==> config.mk <==
export PLATFORM = sky130hd
export DESIGN_NAME = sqrt_arbiter
export DESIGN_NICKNAME = d
export VERILOG_FILES = /design/src/rtl/sqrt_arbiter.sv
export SDC_FILE = /design/constraint.sdc
export NUM_CORES = 1
export LEC_CHECK = 0
export BUFFER_PORTS_ARGS = -buffer_cell sky130_fd_sc_hd__buf_2
export CORE_ASPECT_RATIO = 1.4
export CORE_UTILIZATION = 28
export DETAILED_ROUTE_END_ITERATION = 10
export PLACE_DENSITY_LB_ADDON = 0.1
export SYNTH_ARGS = -nofsm -noshare
export SYNTH_HDL_FRONTEND = slang
export SYNTH_SLANG_ARGS = --single-unit
==> constraint.sdc <==
create_clock -name clk_in -period 2.4 [get_ports clk_in]
set_clock_uncertainty 0.05 [all_clocks]
set_input_delay 0.24 -clock clk_in [delete_from_list [all_inputs] [get_ports clk_in]]
set_output_delay 0.24 -clock clk_in [all_outputs]
set_load 0.01 [all_outputs]
==> src/rtl/sqrt_arbiter.sv <==
// rtl/sqrt_arbiter.sv - round-robin arbiter sharing one iterative sqrt unit among NREQ requesters
//
// Optional feature: define SQRT_ARB_CACHE_EN to add a one-entry result cache
// (a grant whose radicand matches the cached one is answered without using the sqrt unit).
//
// Ports:
//   clk_in, rst_in   clock (posedge) and synchronous active-high reset
//   req_valid_in     per-requester request, held with its operand until accepted
//   req_a_in         packed radicands, requester i at [i*A_W +: A_W]
//   req_ready_out    one-hot combinational accept in IDLE
//   rsp_valid_out    one-hot one-cycle result pulse to the accepted requester
//   rsp_y_out        root, held until the next response
//   busy_out         high whenever the arbiter is not idle
//   sq_start_out     one-cycle start pulse to the sqrt unit
//   sq_a_out         radicand to the sqrt unit, latched at accept
//   sq_busy_in       sqrt unit busy
//   sq_y_in          sqrt unit result, valid once busy falls
module sqrt_arbiter #(
  parameter int NREQ = 4,
  parameter int A_W  = 8,
  parameter int Y_W  = 4
) (
  input  logic                clk_in,
  input  logic                rst_in,
  input  logic [NREQ-1:0]     req_valid_in,
  input  logic [NREQ*A_W-1:0] req_a_in,
  output logic [NREQ-1:0]     req_ready_out,
  output logic [NREQ-1:0]     rsp_valid_out,
  output logic [Y_W-1:0]      rsp_y_out,
  output logic                busy_out,
  output logic                sq_start_out,
  output logic [A_W-1:0]      sq_a_out,
  input  logic                sq_busy_in,
  input  logic [Y_W-1:0]      sq_y_in
);

  localparam int PW = (NREQ > 1) ? $clog2(NREQ) : 1;

  typedef enum logic [2:0] {
    S_IDLE,
    S_ISSUE,
    S_WAIT_BUSY,
    S_WAIT_DONE,
    S_RESP
  } state_t;

  state_t          state, state_nx;
  logic [PW-1:0]   ptr;
  logic [PW-1:0]   id;
  logic [PW-1:0]   win;
  logic [PW-1:0]   cand;
  logic            found;
  logic            hit;
  logic [A_W-1:0]  sel_a;
  logic [A_W-1:0]  a_arr [NREQ];

  for (genvar g = 0; g < NREQ; g++) begin : g_unpack
    assign a_arr[g] = req_a_in[g*A_W +: A_W];
  end

  // First valid requester scanning ptr, ptr+1, ... with wraparound.
  always_comb begin
    found = 1'b0;
    win   = '0;
    cand  = '0;
    for (int k = 0; k < NREQ; k++) begin
      cand = PW'((int'(ptr) + k) % NREQ);
      if (!found && req_valid_in[cand]) begin
        found = 1'b1;
        win   = cand;
      end
    end
  end

  assign sel_a = a_arr[win];

`ifdef SQRT_ARB_CACHE_EN
  logic           cache_vld;
  logic [A_W-1:0] cache_a;
  logic [Y_W-1:0] cache_y;

  assign hit = cache_vld && (sel_a == cache_a);
`else
  assign hit = 1'b0;
`endif

  always_comb begin
    state_nx      = state;
    req_ready_out = '0;
    rsp_valid_out = '0;
    sq_start_out  = 1'b0;
    case (state)
      S_IDLE: begin
        if (found) begin
          req_ready_out[win] = 1'b1;
          state_nx           = hit ? S_RESP : S_ISSUE;
        end
      end
      S_ISSUE: begin
        sq_start_out = 1'b1;
        state_nx     = S_WAIT_BUSY;
      end
      S_WAIT_BUSY: begin
        if (sq_busy_in) state_nx = S_WAIT_DONE;
      end
      S_WAIT_DONE: begin
        if (!sq_busy_in) state_nx = S_RESP;
      end
      S_RESP: begin
        rsp_valid_out[id] = 1'b1;
        state_nx          = S_IDLE;
      end
      default: state_nx = S_IDLE;
    endcase
    // No accept may be signalled while reset is being applied.
    if (rst_in) req_ready_out = '0;
  end

  assign busy_out = (state != S_IDLE);

  always_ff @(posedge clk_in) begin
    if (rst_in) begin
      state     <= S_IDLE;
      ptr       <= '0;
      id        <= '0;
      sq_a_out  <= '0;
      rsp_y_out <= '0;
`ifdef SQRT_ARB_CACHE_EN
      cache_vld <= 1'b0;
      cache_a   <= '0;
      cache_y   <= '0;
`endif
    end else begin
      state <= state_nx;
      if (state == S_IDLE && found) begin
        ptr      <= (win == PW'(NREQ - 1)) ? '0 : win + 1'b1;
        id       <= win;
        sq_a_out <= sel_a;
`ifdef SQRT_ARB_CACHE_EN
        if (hit) rsp_y_out <= cache_y;
`endif
      end
      if (state == S_WAIT_DONE && !sq_busy_in) begin
        rsp_y_out <= sq_y_in;
`ifdef SQRT_ARB_CACHE_EN
        cache_vld <= 1'b1;
        cache_a   <= sq_a_out;
        cache_y   <= sq_y_in;
`endif
      end
    end
  end

endmodule

==> results.py <==
metrics = {
    "synthesis": {
        "synthCells": 122,
        "ys_warn_count": 0,
        "most_instantiated_cells_after_synthesis": "sky130_fd_sc_hd__mux2i_1 (22), sky130_fd_sc_hd__dfxtp_1 (19), sky130_fd_sc_hd__nor2_1 (10)",
        "synth_largest_type_area_fraction_pct": 33.37,
        "mappedNetlistArea_um2": 1140,
        "post-synth-top-count-cell": "sky130_fd_sc_hd__mux2i_1",
        "synth_area_per_cell_um2": 9.343,
        "yosysUniqueCellTypes": 31,
        "synth.largest_area_cell": "sky130_fd_sc_hd__dfxtp_1",
        "synth.area.top_cells": "sky130_fd_sc_hd__dfxtp_1 (33%), sky130_fd_sc_hd__mux2i_1 (19%), sky130_fd_sc_hd__o221ai_2 (11%)",
        "synthFlopType": "sky130_fd_sc_hd__dfxtp_1",
        "ys_seq_area_share_pct": 33.37,
        "synth_edf_count": 0,
        "synthArstFlopShare_pct": 0,
        "yosys_register_bits": 19,
        "postSynthNetCount": 166,
    },
    "power": {
        "p_int_uw": 681.9,
        "netSwitchingPower_uw": 360.5,
        "pwr_cell_area_nw_per_um2": 661.2,
        "power.share.switching_pct": 34.58,
        "power.leakage_uw": 0.0007738,
        "power_frac_comb_pct": 39.2,
        "irDropWorstVdd_v": 0.0003388,
        "design_power_total_uw": 1042,
        "power_frac_seq_pct": 38.9,
        "clock_power_share_pct": 21.9,
    },
    "routing": {
        "first_pass_drt_iterations": 2,
        "met2WireLength_um": 1385,
        "route.layer.met1.wl_um": 1310,
        "totalWireLength_um": 2947,
        "routed_via_count": 1165,
        "routed-wl-met3_um": 211,
        "avgViaCountPerCell": 5.022,
        "maxUsedRoutingLayer": "met4",
        "final_antenna_net_count": 0,
        "wl_per_cell_um": 12.70,
        "drt_first_iter_violations": 35,
        "route.detailed.drc": 0,
    },
    "finish": {
        "fillCellCount": 406,
        "area_growth_syn_to_layout_pct": 38.31,
        "final_design_area_no_fill_um2": 1577,
        "antenna_cells_inserted": 0,
        "nNetsFinal": 234,
        "layout-drive-gt1-share_pct": 45.50,
    },
    "place": {
        "gp_routability_congestion": 0.7813,
        "place_area_um2": 1531,
        "io_buffer_count": 64,
        "hpwl_um": 2316,
    },
    "floorplan": {
        "die_area_um2": 4334,
        "pin_count": 65,
        "design.core.area_um2": 3919,
        "initial_utilization_pct": 29.09,
        "placementRows": 27,
        "die_height_um": 77.49,
        "die_span_x_um": 55.93,
    },
    "clock_tree": {
        "cts-hold-fix-buffers": 0,
        "clk_pin_slew_ps": 70,
        "tritoncts": "yes",
        "tritoncts_buffers": 3,
        "cts-root-to-sink-buffers": 2,
        "htree_levels": 1,
        "clock-sinks": 19,
        "post_cts_buffers": 0,
        "insertion_delay_ps": 260,
        "clock_tree.root_cell": "sky130_fd_sc_hd__clkbuf_8",
        "cts_resized": 0,
    },
    "global_route": {
        "first_global_vias": 1104,
        "initial_antenna_violation_count": 0,
        "grt_overflow": 0,
        "largest_net_degree_at_the_start_of_global_routing": 22,
        "first_pass_grt_wire_length_um": 4761,
        "global_route.usage.total_pct": 13.61,
    },
    "timing": {
        "setup_viol": 0,
        "report.final.hold_viol_count": 0,
        "setup-tns-final_ps": 0,
        "hold-worst-slack_ps": 163.6,
        "final_min_period_over_clock_period_pct": 88.23,
        "fin_crit_ps": 2118,
        "final-max-slew-violation-count": 0,
        "slew_headroom_pct": 71.79,
        "grt_setup_unrepaired": "no",
        "maxClockFrequency_mhz": 472.2,
        "slew_at_the_pin_with_the_worst_max_slew_slack_ps": 423.2,
    },
    "worst_setup_path": {
        "worstPathRequired_ps": 2110,
        "critPathCaptureType": "output port",
        "worst_path_largest_cell_delay_ps": 430,
        "cp_max_fo": 6,
        "worst_setup_path_start_kind": "flip-flop",
        "critical-path-slowest-cell": "sky130_fd_sc_hd__dfxtp_1",
        "crit_path_cell_trace": "nand2_1 > a311oi_1 > buf_4 > nor2_1 > ha_1 > and2_1 > buf_2",
        "crit_type": "flip-flop to output port",
        "worst-endpoint-arrival_ps": 1830,
    },
    "flow_run": {
        "timing.max_cap.violations": 0,
    },
    "outcome": {
        "outcome": "finished clean",
    },
    "hold_path": {
        "holdCritPathClass": "input pin to flip-flop",
    },
}
metal layers:
layer	global-route usage, %	vias up
li1	-	591
met1	15.95	519
met2	23.73	50
met3	3.333	5
met4	5.122	0
met5	0	-
through the flow:
| stage | utilization (%) | std cells | setup WS (ps) |
|---|---|---|---|
| floorplan | - | 122 | 263.6 |
| global placement | 39.08 | 228 | 552.0 |
| detailed placement | 39.08 | 228 | 521.9 |
| CTS | 40.23 | 232 | 276.9 |
| global route | 40.23 | 232 | 150.5 |
| finish | 40.23 | 232 | 282.4 |
area by class of cell:
cell class,instances,area [µm²],area share [%]
Clock buffer,4,45.04,2.857
Tap cell,43,53.80,3.413
Sequential cell,19,380.4,24.13
Timing Repair Buffer,71,372.9,23.65
Inverter,3,11.26,0.7143
Multi-Input combinational cell,92,713.2,45.24
placed cells by master (no fill, tap or decap), types with 6 or more instances in the layout:
| cell type | n |
|---|---|
| sky130_fd_sc_hd__nor2_1 | 10 |
| sky130_fd_sc_hd__dfxtp_1 | 19 |
| sky130_fd_sc_hd__nor3_1 | 8 |
| sky130_fd_sc_hd__buf_2 | 64 |
| sky130_fd_sc_hd__nand2_1 | 6 |
| sky130_fd_sc_hd__o221ai_2 | 9 |
| sky130_fd_sc_hd__nand3b_1 | 8 |
| sky130_fd_sc_hd__a21oi_1 | 6 |
| sky130_fd_sc_hd__mux2i_1 | 22 |
| sky130_fd_sc_hd__buf_4 | 7 |
cell families (layout without fill, tap and decap cells):
group | count (synthesis) | after routing | share of synthesized area [%]
flops | 19 | 19 | 33.37
compound gates | 21 | 21 | 17.45
mux | 22 | 22 | 19.32
fa+ha+maj | 1 | 1 | 1.098
simple gates | 48 | 48 | 24.15
buf+inv | 11 | 78 | 4.609
worst max-delay path, delay by kind of cell (launching register included):
kind | cells | cell delay (ps)
adder cells (fa/ha/maj) | 1 | 230
AND/OR/NAND/NOR | 3 | 320
buffers and inverters | 2 | 320
flip-flops | 1 | 430
AO/OA/AOI/OAI | 1 | 270
worst paths after layout:
path	start	end	slack (ps)	cells after the start
setup reg to reg	state[2]	sq_a_out[3]	490	4
hold / removal	sq_y_in[0]	rsp_y_out[0]	160	3
setup / recovery	ptr[1]	req_ready_out[3]	280	7
hold reg to reg	rsp_y_out[0]	rsp_y_out[0]	440	2
power by group through the flow:
stage | Clock (µW) | Sequential, µW | Combinational [µW]
3_3_place_gp | 0 | 413 | 407
6_report | 228 | 406 | 409
2_1_floorplan | 0 | 420 | 256
5_1_grt | 250 | 413 | 447
4_1_cts | 236 | 406 | 415
3_5_place_dp | 0 | 414 | 413
flip-flops by register name, indices dropped and copies added, names as in the netlist:
signal / count
sq_a_out: 8
rsp_y_out: 4
state: 3
ptr: 2
id: 2
(Power assumes the default switching activity.)
